**src/rtl/antilog_accum_seq_if.sv**
```systemverilog
// Packet-in / result-out handshake bundle for antilog_accum_seq.
// The slave modport is the accumulator's view; the master modport is the producer/consumer side.
interface antilog_accum_seq_if #(
  parameter int Q_ORD     = 7,
  parameter int WIDTH     = 16,
  parameter int LOG_WIDTH = 17
);
  logic                       in_valid;
  logic                       in_ready;
  logic [Q_ORD*LOG_WIDTH-1:0] log_in_packed;
  logic [Q_ORD-1:0]           sign_in_packed;
  logic [Q_ORD-1:0]           valid_in_packed;
  logic [WIDTH-1:0]           y_out;
  logic                       out_valid;
  logic                       out_ready;

  modport master (
    output in_valid, log_in_packed, sign_in_packed, valid_in_packed, out_ready,
    input  in_ready, y_out, out_valid
  );

  modport slave (
    input  in_valid, log_in_packed, sign_in_packed, valid_in_packed, out_ready,
    output in_ready, y_out, out_valid
  );
endinterface

```
**src/rtl/antilog_accum_seq.sv**
```systemverilog
// Sequential Mitchell antilog accumulator: converts Q_ORD log-domain terms, one per cycle,
// and sums them into a signed linear result. Define ANTILOG_SAT_EN to saturate the output.
module antilog_accum_seq #(
  parameter int Q_ORD     = 7,
  parameter int WIDTH     = 16,
  parameter int QP        = 12,
  parameter int LOG_WIDTH = 17,
  parameter int ACC_WIDTH = WIDTH + 4
) (
  input  logic                clk,
  input  logic                reset,
  antilog_accum_seq_if.slave  bus
);

  localparam int LF = LOG_WIDTH - 5;
  localparam int IW = $clog2(Q_ORD + 1);
  localparam logic [63:0] MAG_MAX = (64'd1 << (WIDTH - 1)) - 64'd1;
  localparam logic signed [ACC_WIDTH-1:0] SMAX = ACC_WIDTH'(MAG_MAX);
  localparam logic signed [ACC_WIDTH-1:0] SMIN = -SMAX - ACC_WIDTH'(1);

  typedef enum logic [1:0] {IDLE, CONV, DONE} state_e;

  state_e                        state_q, state_d;
  logic [IW-1:0]                 idx_q, idx_d;
  logic signed [ACC_WIDTH-1:0]   acc_q, acc_d;
  logic [Q_ORD*LOG_WIDTH-1:0]    log_q, log_d;
  logic [Q_ORD-1:0]              sign_q, sign_d;
  logic [Q_ORD-1:0]              vld_q, vld_d;
  logic [WIDTH-1:0]              y_q, y_d;

  logic [IW-1:0]                 idx_sel;
  logic [LOG_WIDTH-1:0]          term_log;
  logic signed [4:0]             term_exp;
  logic [LF:0]                   mant;
  int                            sh;
  logic [63:0]                   mag_w;
  logic [ACC_WIDTH-1:0]          mag;
  logic signed [ACC_WIDTH-1:0]   term;
  logic [WIDTH-1:0]              res;

  // idx_q reaches Q_ORD on the finishing cycle; keep the part-select in range.
  assign idx_sel  = (idx_q < IW'(Q_ORD)) ? idx_q : '0;
  assign term_log = log_q[int'(idx_sel)*LOG_WIDTH +: LOG_WIDTH];
  assign term_exp = $signed(term_log[LOG_WIDTH-1:LF]);
  assign mant     = {1'b1, term_log[LF-1:0]};

  always_comb begin
    sh    = int'(term_exp) + QP - LF;
    mag_w = 64'(mant);
    if (sh >= 63 - LF)      mag_w = MAG_MAX + 64'd1;
    else if (sh >= 0)       mag_w = mag_w << sh;
    else if (sh <= -64)     mag_w = '0;
    else                    mag_w = mag_w >> (-sh);
    mag  = (mag_w > MAG_MAX) ? ACC_WIDTH'(MAG_MAX) : ACC_WIDTH'(mag_w);
    term = '0;
    if (vld_q[idx_sel]) term = sign_q[idx_sel] ? -$signed(mag) : $signed(mag);
  end

`ifdef ANTILOG_SAT_EN
  always_comb begin
    if (acc_q > SMAX)      res = SMAX[WIDTH-1:0];
    else if (acc_q < SMIN) res = SMIN[WIDTH-1:0];
    else                   res = acc_q[WIDTH-1:0];
  end
`else
  always_comb res = acc_q[WIDTH-1:0];
`endif

  always_comb begin
    state_d = state_q;
    idx_d   = idx_q;
    acc_d   = acc_q;
    log_d   = log_q;
    sign_d  = sign_q;
    vld_d   = vld_q;
    y_d     = y_q;
    case (state_q)
      IDLE: if (bus.in_valid) begin
        log_d   = bus.log_in_packed;
        sign_d  = bus.sign_in_packed;
        vld_d   = bus.valid_in_packed;
        acc_d   = '0;
        idx_d   = '0;
        state_d = CONV;
      end
      CONV: begin
        // One extra cycle after the last term publishes the result.
        if (idx_q == IW'(Q_ORD)) begin
          y_d     = res;
          state_d = DONE;
        end else begin
          acc_d = acc_q + term;
          idx_d = idx_q + IW'(1);
        end
      end
      DONE: if (bus.out_ready) state_d = IDLE;
      default: state_d = IDLE;
    endcase
  end

  always_ff @(posedge clk or posedge reset) begin
    if (reset) begin
      state_q <= IDLE;
      idx_q   <= '0;
      acc_q   <= '0;
      log_q   <= '0;
      sign_q  <= '0;
      vld_q   <= '0;
      y_q     <= '0;
    end else begin
      state_q <= state_d;
      idx_q   <= idx_d;
      acc_q   <= acc_d;
      log_q   <= log_d;
      sign_q  <= sign_d;
      vld_q   <= vld_d;
      y_q     <= y_d;
    end
  end

  assign bus.in_ready  = (state_q == IDLE);
  assign bus.out_valid = (state_q == DONE);
  assign bus.y_out     = y_q;

endmodule
```
**src/flat_wrapper.sv**
```systemverilog
// flat-port wrapper written by rule: the top's interface ports become plain ports
module antilog_accum_seq_flat 
#(
  parameter int Q_ORD     = 7,
  parameter int WIDTH     = 16,
  parameter int QP        = 12,
  parameter int LOG_WIDTH = 17,
  parameter int ACC_WIDTH = WIDTH + 4
)
  (clk, reset, bus_in_valid, bus_log_in_packed, bus_sign_in_packed, bus_valid_in_packed, bus_out_ready, bus_in_ready, bus_y_out, bus_out_valid);
  antilog_accum_seq_if #(.Q_ORD(Q_ORD), .WIDTH(WIDTH), .LOG_WIDTH(LOG_WIDTH)) bus_i ();
  input  logic clk;
  input  logic reset;
  input wire logic [$bits(bus_i.in_valid)-1:0] bus_in_valid;
  input wire logic [$bits(bus_i.log_in_packed)-1:0] bus_log_in_packed;
  input wire logic [$bits(bus_i.sign_in_packed)-1:0] bus_sign_in_packed;
  input wire logic [$bits(bus_i.valid_in_packed)-1:0] bus_valid_in_packed;
  input wire logic [$bits(bus_i.out_ready)-1:0] bus_out_ready;
  output wire logic [$bits(bus_i.in_ready)-1:0] bus_in_ready;
  output wire logic [$bits(bus_i.y_out)-1:0] bus_y_out;
  output wire logic [$bits(bus_i.out_valid)-1:0] bus_out_valid;
  assign bus_i.in_valid = bus_in_valid;
  assign bus_i.log_in_packed = bus_log_in_packed;
  assign bus_i.sign_in_packed = bus_sign_in_packed;
  assign bus_i.valid_in_packed = bus_valid_in_packed;
  assign bus_i.out_ready = bus_out_ready;
  assign bus_in_ready = bus_i.in_ready;
  assign bus_y_out = bus_i.y_out;
  assign bus_out_valid = bus_i.out_valid;
  antilog_accum_seq #(.Q_ORD(Q_ORD), .WIDTH(WIDTH), .QP(QP), .LOG_WIDTH(LOG_WIDTH), .ACC_WIDTH(ACC_WIDTH)) u_core (.clk(clk), .reset(reset), .bus(bus_i));
endmodule
```
**config.mk**
```make
export PLATFORM = sky130hd
export DESIGN_NAME = antilog_accum_seq_flat
export DESIGN_NICKNAME = d
export VERILOG_FILES = /design/src/rtl/antilog_accum_seq_if.sv /design/src/rtl/antilog_accum_seq.sv /design/src/flat_wrapper.sv
export SDC_FILE = /design/constraint.sdc
export NUM_CORES = 1
export LEC_CHECK = 0
export CORE_MARGIN = 2
export CORE_UTILIZATION = 55
export DETAILED_ROUTE_END_ITERATION = 12
export PLACE_DENSITY = 0.81
export SYNTH_ARGS = -nofsm -noshare
export SYNTH_HDL_FRONTEND = slang
export SYNTH_SLANG_ARGS = --single-unit
```
**constraint.sdc**
```tcl
create_clock -name clk -period 9.77 [get_ports clk]
set_clock_uncertainty 0.15 [all_clocks]
set_input_delay 1.4655 -clock clk [delete_from_list [all_inputs] [get_ports clk]]
set_output_delay 1.4655 -clock clk [all_outputs]
set_load 0.01 [all_outputs]
```
[After elaboration in Yosys (flattened, before gate mapping)]
Cells that the tools add are included.
Cells by class
  add/sub/neg operators: 6
  $mul: 1
  div/mod/pow operators: 0
  order comparisons: 6
  equality and inequality tests: 7
  shift-type cells: 3
  multiplexer cells: 21
  bitwise operators: 0
  reduce and logical (&&, ||, !) cells: 6
Operators by type and width (number)
  $mux W64: 3
  $shiftx A119 B9 Y17: 1
  $mux W20: 5
  $gt A64 B15 Y1 const B: 1
  $shl A13 B32 Y64: 1
  $shr A13 B32 Y64: 1
  $pmux W20 S2: 1
  $ge A32 B1 Y1 const B: 1
  $ge A32 B7 Y1 const B: 1
  $le A32 B7 Y1 const B: 1
  $neg A32 Y32: 1
  $sub A32 B5 Y32 const B: 1
  $add A20 B20 Y20: 1
  $neg A20 Y20: 1
  $mux W3: 3
  $mul A3 B5 Y8 const B: 1
  $add A5 B5 Y6 const B: 1
  $bmux W1 S3: 2
  $mux W2: 3
  $ne A2 B2 Y1 const B: 3
  $pmux W2 S3: 1
  $pmux W3 S2: 1
  $reduce_and A3 Y1: 2
  $lt A3 B4 Y1 const B: 1
  other kinds (10): 12
Storage, ports and cells
  register bits: 174
  bits in latches: 0
  memory bits (writable): 0
  bits in read-only memories: 0
  output and inout bits: 18
  memories kept: 0

[Depth between registers and ports, before layout]
Gate-level depths: netlist of the first run.
  depth in word-level cells: 19
  gate-level depth with buffers: 38

[Worst setup path after synthesis of the first run]
OpenSTA, ideal clock, no wires.
  path type: reg2reg
  start point: register u_core.idx_q[1]
  end point: register u_core.acc_q[15]
  arrival: 6875 ps
  setup slack: 2618 ps
  cell stages (with the launch flop): 38
  path buffers: 5
  clock period less this slack: 7152 ps
  path through: dfrtp_1 -> buf_6 -> buf_6 -> and3b_1 -> a41oi_2 -> o21ai_4 -> nand2_4 -> buf_2 -> buf_2 -> ha_1 -> clkbuf_1 -> and2_1 -> ha_1 -> nor3_1 -> nand2_1 -> nor4_1 -> nand3_1 -> a21o_1 -> [... 2 more ...] -> nor2b_1 -> ha_1 -> nor2_1 -> a211oi_1 -> ha_1 -> a21o_1 -> a21oi_1 -> nor2b_1 -> o21a_1 -> o21ai_0 -> a21o_1 -> a31oi_1 -> a21o_1 -> a21oi_1 -> o21ai_0 -> xnor2_1 -> a21oi_1 -> o22ai_1
Between the ends
  longest elaborated chain between the ends: 19
  elaborated cells on any way between the ends: 30
RTL lines
  from (decl): line antilog_accum_seq.sv:24  | logic [IW-1:0] idx_q, idx_d;
  from (signal assigned): line antilog_accum_seq.sv:112  | idx_q <= idx_d;
  $lt A3 B3 Y1: line antilog_accum_seq.sv:42  | assign idx_sel = (idx_q < IW'(Q_ORD)) ? idx_q : '0;
  $mux W3: line antilog_accum_seq.sv:42
  $mul A3 B5 Y8: line antilog_accum_seq.sv:43  | assign term_log = log_q[int'(idx_sel)*LOG_WIDTH +: LOG_WIDTH];
  $shiftx A119 B9 Y17: line antilog_accum_seq.sv:43
  $add A5 B5 Y6: line antilog_accum_seq.sv:48  | sh = int'(term_exp) + QP - LF;
  $sub A32 B5 Y32: line antilog_accum_seq.sv:48
  $neg A32 Y32: line antilog_accum_seq.sv:53  | else mag_w = mag_w >> (-sh);
  $shr A13 B32 Y64: line antilog_accum_seq.sv:53
  [... 2 more ...]
  $mux W64: line antilog_accum_seq.sv:50  | if (sh >= 63 - LF) mag_w = MAG_MAX + 64'd1;
  $gt A64 B15 Y1: line antilog_accum_seq.sv:54  | mag = (mag_w > MAG_MAX) ? ACC_WIDTH'(MAG_MAX) : ACC_WIDTH'(mag_w);
  $mux W20: line antilog_accum_seq.sv:54
  $neg A20 Y20: line antilog_accum_seq.sv:56  | if (vld_q[idx_sel]) term = sign_q[idx_sel] ? -$signed(mag) : $signed(mag);
  $mux W20 (2 in a row): line antilog_accum_seq.sv:56
  $add A20 B20 Y20: line antilog_accum_seq.sv:92  | acc_d = acc_q + term;
  $mux W20: line antilog_accum_seq.sv:88  | if (idx_q == IW'(Q_ORD)) begin
  $pmux W20 S2: line antilog_accum_seq.sv:77  | case (state_q)
  to (signal assigned): line antilog_accum_seq.sv:105  | acc_q <= '0;
  to (signal assigned): line antilog_accum_seq.sv:113  | acc_q <= acc_d;
  to (decl): line antilog_accum_seq.sv:25  | logic signed [ACC_WIDTH-1:0] acc_q, acc_d;
Parallel ways exist; a longest one is shown, timed or not. The select of a mux whose other input is x is not followed.
A chain may end at the register's enable or synchronous reset.

[Worst setup path after layout of the first run]
  start point: register u_core.idx_q[0]
  end point: register u_core.acc_q[15]
The elaborated chain is that of the path after synthesis.

==> results of run 1 <==
## critical path: cells and delay by family, from the launching register on
| kind | cells | cell delay, ps |
|---|---|---|
| AOI/OAI and AO/OA | 16 | 3510 |
| xor gates and xnor gates | 1 | 170 |
| adders and majority gates | 3 | 810 |
| DFF | 1 | 720 |
| and+or+nand+nor | 11 | 2880 |
## flip-flops by register name, summed over array words and instances, names as in the netlist
register          cells
u_core.log_q        119
u_core.sign_q         7
u_core.idx_q          3
u_core.bus.y_out     16
u_core.acc_q         16
u_core.vld_q          7
u_core.state_q        2
## cell families (layout without fill, tap and decap cells)
kind of cell / after synthesis / in the layout
buffers and inverters: 85 / 220
and+or+nand+nor: 172 / 172
DFF: 170 / 170
adders and majority gates: 25 / 25
muxes: 210 / 210
AOI/OAI and AO/OA: 226 / 226
xor gates and xnor gates: 28 / 28
## placed cells by master (no fill, tap or decap), types with 10 or more instances in the layout
master / instances
o22ai_1: 21
o21ai_0: 18
a22o_1: 31
nand2_1: 26
a21oi_1: 38
ha_1: 24
a31oi_1: 10
xor2_1: 10
o221ai_1: 26
xnor2_1: 17
mux2i_1: 15
buf_4: 12
clkdlybuf4s50_1: 154
nor2_1: 54
clkbuf_16: 17
dfrtp_1: 168
mux2_2: 174
inv_1: 16
nor3_1: 22
## metrics by stage
stage / instance area [µm²] / cells
2_1_floorplan: 10330 / 916
3_3_place_gp: 11920 / 1253
3_5_place_dp: 11920 / 1253
4_1_cts: 12500 / 1285
5_1_grt: 12500 / 1285
6_report: 12500 / 1285
## layout make-up
| type | count | area (µm²) |
|---|---|---|
| fillers | 1358 | 6080 |
| multi-input cells | 661 | 5647 |
| flip-flops and latches | 170 | 4257 |
| repair buffers | 166 | 1632 |
| clock buffers | 18 | 429.2 |
| well taps | 234 | 292.8 |
| clock inverters | 14 | 156.4 |
| inverters | 22 | 87.58 |
## worst min-delay path by stage
stage | endpoint | slack (ps)
after floorplan | u_core.log_q[49] | 320
after global routing | u_core.log_q[117] | 370
final | u_core.log_q[118] | 360
after CTS | u_core.log_q[118] | 360
after detailed placement | u_core.sign_q[1] | 340
after global placement | u_core.log_q[80] | 340
## layer usage
metal | GRT usage [%] | wire length [µm] | vias to the layer above
met3 | 4.076 | 1616 | 55
met5 | 0 | 0 | -
met2 | 47.70 | 13900 | 341
met4 | 10.58 | 771 | 0
li1 | - | - | 3696
met1 | 39.58 | 12000 | 4100
==> metrics.yaml, run 1 <==
min_path:
  worstHoldPathCells: 1
  min-delay-start: "u_core.log_q[118]"
  hp-class: "reg2reg"
critical_path:
  start_kind: "register"
  r2r_end: "u_core.acc_q[15]"
  crit_required_ps: 9940
  slowest_delay_ps: 720
  endpoint: "u_core.acc_q[15]"
  worstSetupPathType: "reg2reg"
  rrSetupSlack_ps: 1390
  crit_path_frequent_cell: "a21o_1"
  end_kind: "register"
  r2r-start: "u_core.idx_q[0]"
  crit_start: "u_core.idx_q[0]"
  r2r_cells: 31
  worst_path_max_delay_cell: "dfrtp_2"
  cp_max_fo: 33
  critical_path_arrival_ps: 8540
timing:
  tns_ps: 0
  setup_ws_ps: 1393
  finalMaxSlewViolations: 0
  relSlewSlack_pct: 23.63
  holdWs_ps: 357.1
  rsz0062_at_grt: "false"
  max_freq_ghz: 0.1194
  fin_crit_ps: 8377
  setup_violations: 0
  hold_viol: 0
  fin_crit_sh_pct: 85.74
  worst_pin_slew_ps: 1117
global_route:
  overflow: 0
  grt_pass1_vias: 8149
  grt_max_degree: 99
  antenna_found_initial: 0
  track_usage_pct: 29.04
  grt_pass1_wl_mm: 44.93
synth:
  netlist_area_um2: 10330
  synth.most_common_cell: "mux2_2"
  ys.warnings.count: 0
  synth-simple-area-share_pct: 8.635
  ys_seq_elements: 170
  synthTopCellsByCount: "mux2_2 (174), dfrtp_1 (170), nor2_1 (54)"
  synth_top_area_cell: "dfrtp_1"
  ys.flop_type: "dfrtp_1"
  synth-xor-area-share_pct: 2.446
  synth_compound_area_share_pct: 16.73
  yosysSeqAreaShare_pct: 41.18
  synth.area.top_cells: "dfrtp_1 (41%), mux2_2 (19%), ha_1 (2.9%)"
  synth_edf_count: 0
  synthAdderAreaFrac_pct: 3.100
  synth_top_area_share_pct: 41.18
  synth_area_per_cell_um2: 11.28
  syn-num-nets: 1078
  yosysUniqueCellTypes: 84
  synthesis.instances: 916
  synth_top_family_by_area: "multiplexers"
  synthArstFlopShare_pct: 100.0
  synthMuxAreaShare_pct: 23.73
finish:
  diodes: 0
  area_delta_synth_final_pct: 21.00
  final_util_pct: 67.28
  layout.nets: 1200
  drive_above_1_share_pct: 25.98
clocking:
  tritoncts: "built"
  h-tree-depth: 4
  cts_sinks: 170
  ctsHoldBuffers: 0
  clockRootBuffer: "clkbuf_16"
  clk_pin_slew_ps: 70
  worst_skew_pair.late_latency_ps: 440
  cts_buffers: 17
  cts.repair.resized: 0
  postCtsSetupBuffers: 0
  clockBufferDepth: 2
floorplan:
  start_util_pct: 55.60
  rows: 50
  core_um2: 18580
  fp.dieW_um: 141.1
  dieArea_um2: 19900
  num_io_pins: 155
  die_h_um: 141.1
route:
  vias_per_cell: 6.375
  wl_per_cell_um: 22.01
  dr.pass1.iters: 8
  postRouteAntennaNets: 0
  drtIter0Drc: 678
  totalWireLength_mm: 28.29
  vias: 8192
  drc: 0
placement:
  pre_cts_slack_ps: 1516
  port-buffer-count: 154
  hpwl_mm: 20.76
  gp_congestion: 0.9409
flow_run:
  drv_cap: 0
outcome:
  status: "finished clean"
Power of run 1 is not shown: default switching activity piles up to over one toggle a cycle in this logic, so the estimate is an artifact.
==> run 2, diff against run 1 <==
CORE_UTILIZATION = 60   (was 55)
DONT_BUFFER_PORTS = 1   (was not set)
PLACE_DENSITY = 0.76   (was 0.81)
==> run 2 against run 1 <==
Worst setup slack got worse by 130 ps; critical path depth increased by 2; utilization decreased by 1.7 points; final cell count decreased by 13%; sequential share of layout area increased by 4.8 points; die area decreased by 8.1%; wire length decreased by 1.0%; register-to-register slack got worse by 130 ps; hold slack about the same; non-clock buffer count decreased by 153; highest routed layer is now met5.
==> metrics.yaml, run 2 (same netlist as run 1, synthesis figures left out) <==
floorplan:
  start_util_pct: 61.86
  dieArea_um2: 18280
  fp.dieW_um: 135.2
  rows: 47
  core_um2: 16700
  die_h_um: 135.2
  num_io_pins: 155
finish:
  layout.nets: 1047
  drive_above_1_share_pct: 30.62
  area_delta_synth_final_pct: 6.056
  final_cell_mix: "mux2_2 (174), dfrtp_1 (168), nor2_1 (54)"
  largest_register: "u_core.log_q"
  diodes: 0
  n_fill_cell: 1260
  final_common_cell: "mux2_2"
  largest_reg_flops: 119
placement:
  gp_congestion: 0.9661
  port-buffer-count: 0
  pre_cts_slack_ps: 1458
  hpwl_mm: 20.60
global_route:
  grt_pass1_wl_mm: 43.81
  overflow: 0
  grt_max_degree: 100
  antenna_found_initial: 3
  track_usage_pct: 31.44
  grt_pass1_vias: 7650
critical_path:
  end_kind: "register"
  worstSetupPathType: "reg2reg"
  r2r-start: "u_core.idx_q[1]"
  critical_path_arrival_ps: 8670
  worst_path_max_delay_cell: "dfrtp_2"
  crit_start: "u_core.idx_q[1]"
  start_kind: "register"
  slowest_delay_ps: 520
  cp_max_fo: 36
  rrSetupSlack_ps: 1270
  crit_required_ps: 9930
clocking:
  clockBufferDepth: 2
  tritoncts: "built"
  cts.repair.resized: 0
  clk_pin_slew_ps: 70
  ctsHoldBuffers: 0
  cts_buffers: 17
  cts_sinks: 170
  worst_skew_pair.late_latency_ps: 430
  postCtsSetupBuffers: 0
  clockRootBuffer: "clkbuf_16"
  h-tree-depth: 4
flow_run:
  drv_cap: 0
timing:
  tns_ps: 0
  hold_viol: 0
  fin_crit_sh_pct: 87.02
  max_freq_ghz: 0.1176
  setup_violations: 0
  worst_pin_slew_ps: 1154
  setup_ws_ps: 1268
  fin_crit_ps: 8502
  rsz0062_at_grt: "false"
  finalMaxSlewViolations: 0
  relSlewSlack_pct: 21.10
route:
  drtIter0Drc: 632
  vias: 7545
  dr.pass1.iters: 5
  totalWireLength_mm: 28.00
  vias_per_cell: 6.749
  drc: 0
  wl_per_cell_um: 25.05
  postRouteAntennaNets: 0
min_path:
  min-delay-start: "u_core.vld_q[3]"
  hp-class: "reg2reg"
outcome:
  status: "finished clean"
run 2: changes by cell type in the layout (fill, tap and decap cells not counted):
cell and change:
clkinvlp_4 -2, bufinv_16 -1, clkbuf_1 -1, inv_8 -1, clkbuf_8 +1, clkinv_4 +3, clkinv_8 +2, clkdlybuf4s50_1 -154
clkinv_2 -1, buf_4 +1
run 2: layout make-up:
type	count	area (µm²)	share of cell area (%)
multi-input combinational	661	5647	51.54
sequential	170	4257	38.85
clock buffer	18	439.2	4.008
tap	220	275.3	2.512
clock inverter	14	153.9	1.405
timing repair buffer	13	97.59	0.8907
inverter	22	87.58	0.7994
run 2: layer usage:
metal	vias to the layer above	wire [µm]	track usage (%)
met3	45	2139	8.305
li1	3397	-	-
met2	327	13530	51.55
met4	4	691	9.433
met1	3772	11620	41.26
met5	-	27	0
run 2: metrics by stage:
step                      hold slack [ps]  area, µm²  std cells  utilization [%]
final                               357.5      10960       1118            65.61
after floorplan                     322.7      10330        916                -
after global routing                364.4      10960       1118            65.61
after global placement              337.1      10360       1086            62.05
after detailed placement            340.8      10360       1086            62.05
after CTS                           357.0      10960       1118            65.61
run 2: critical path, delay by kind of cell, from the launching register on:
| family | cells | cell delay [ps] |
|---|---|---|
| DFF | 1 | 520 |
| buffers and inverters | 1 | 500 |
| adders and majority gates | 4 | 1350 |
| xor gates and xnor gates | 1 | 170 |
| muxes | 1 | 370 |
| and+or+nand+nor | 10 | 1970 |
| AOI/OAI and AO/OA | 16 | 3330 |
run 2: worst paths after layout:
kind | cells past startpoint | end
max | 33 | u_core.acc_q[15]
min | 1 | u_core.vld_q[3]
max reg2reg | 33 | u_core.acc_q[15]
min reg2reg | 1 | u_core.vld_q[3]
max in group asynchronous | 2 | u_core.idx_q[1]
min in group asynchronous | 1 | u_core.log_q[105]
Power of run 2 is left out for the same reason.
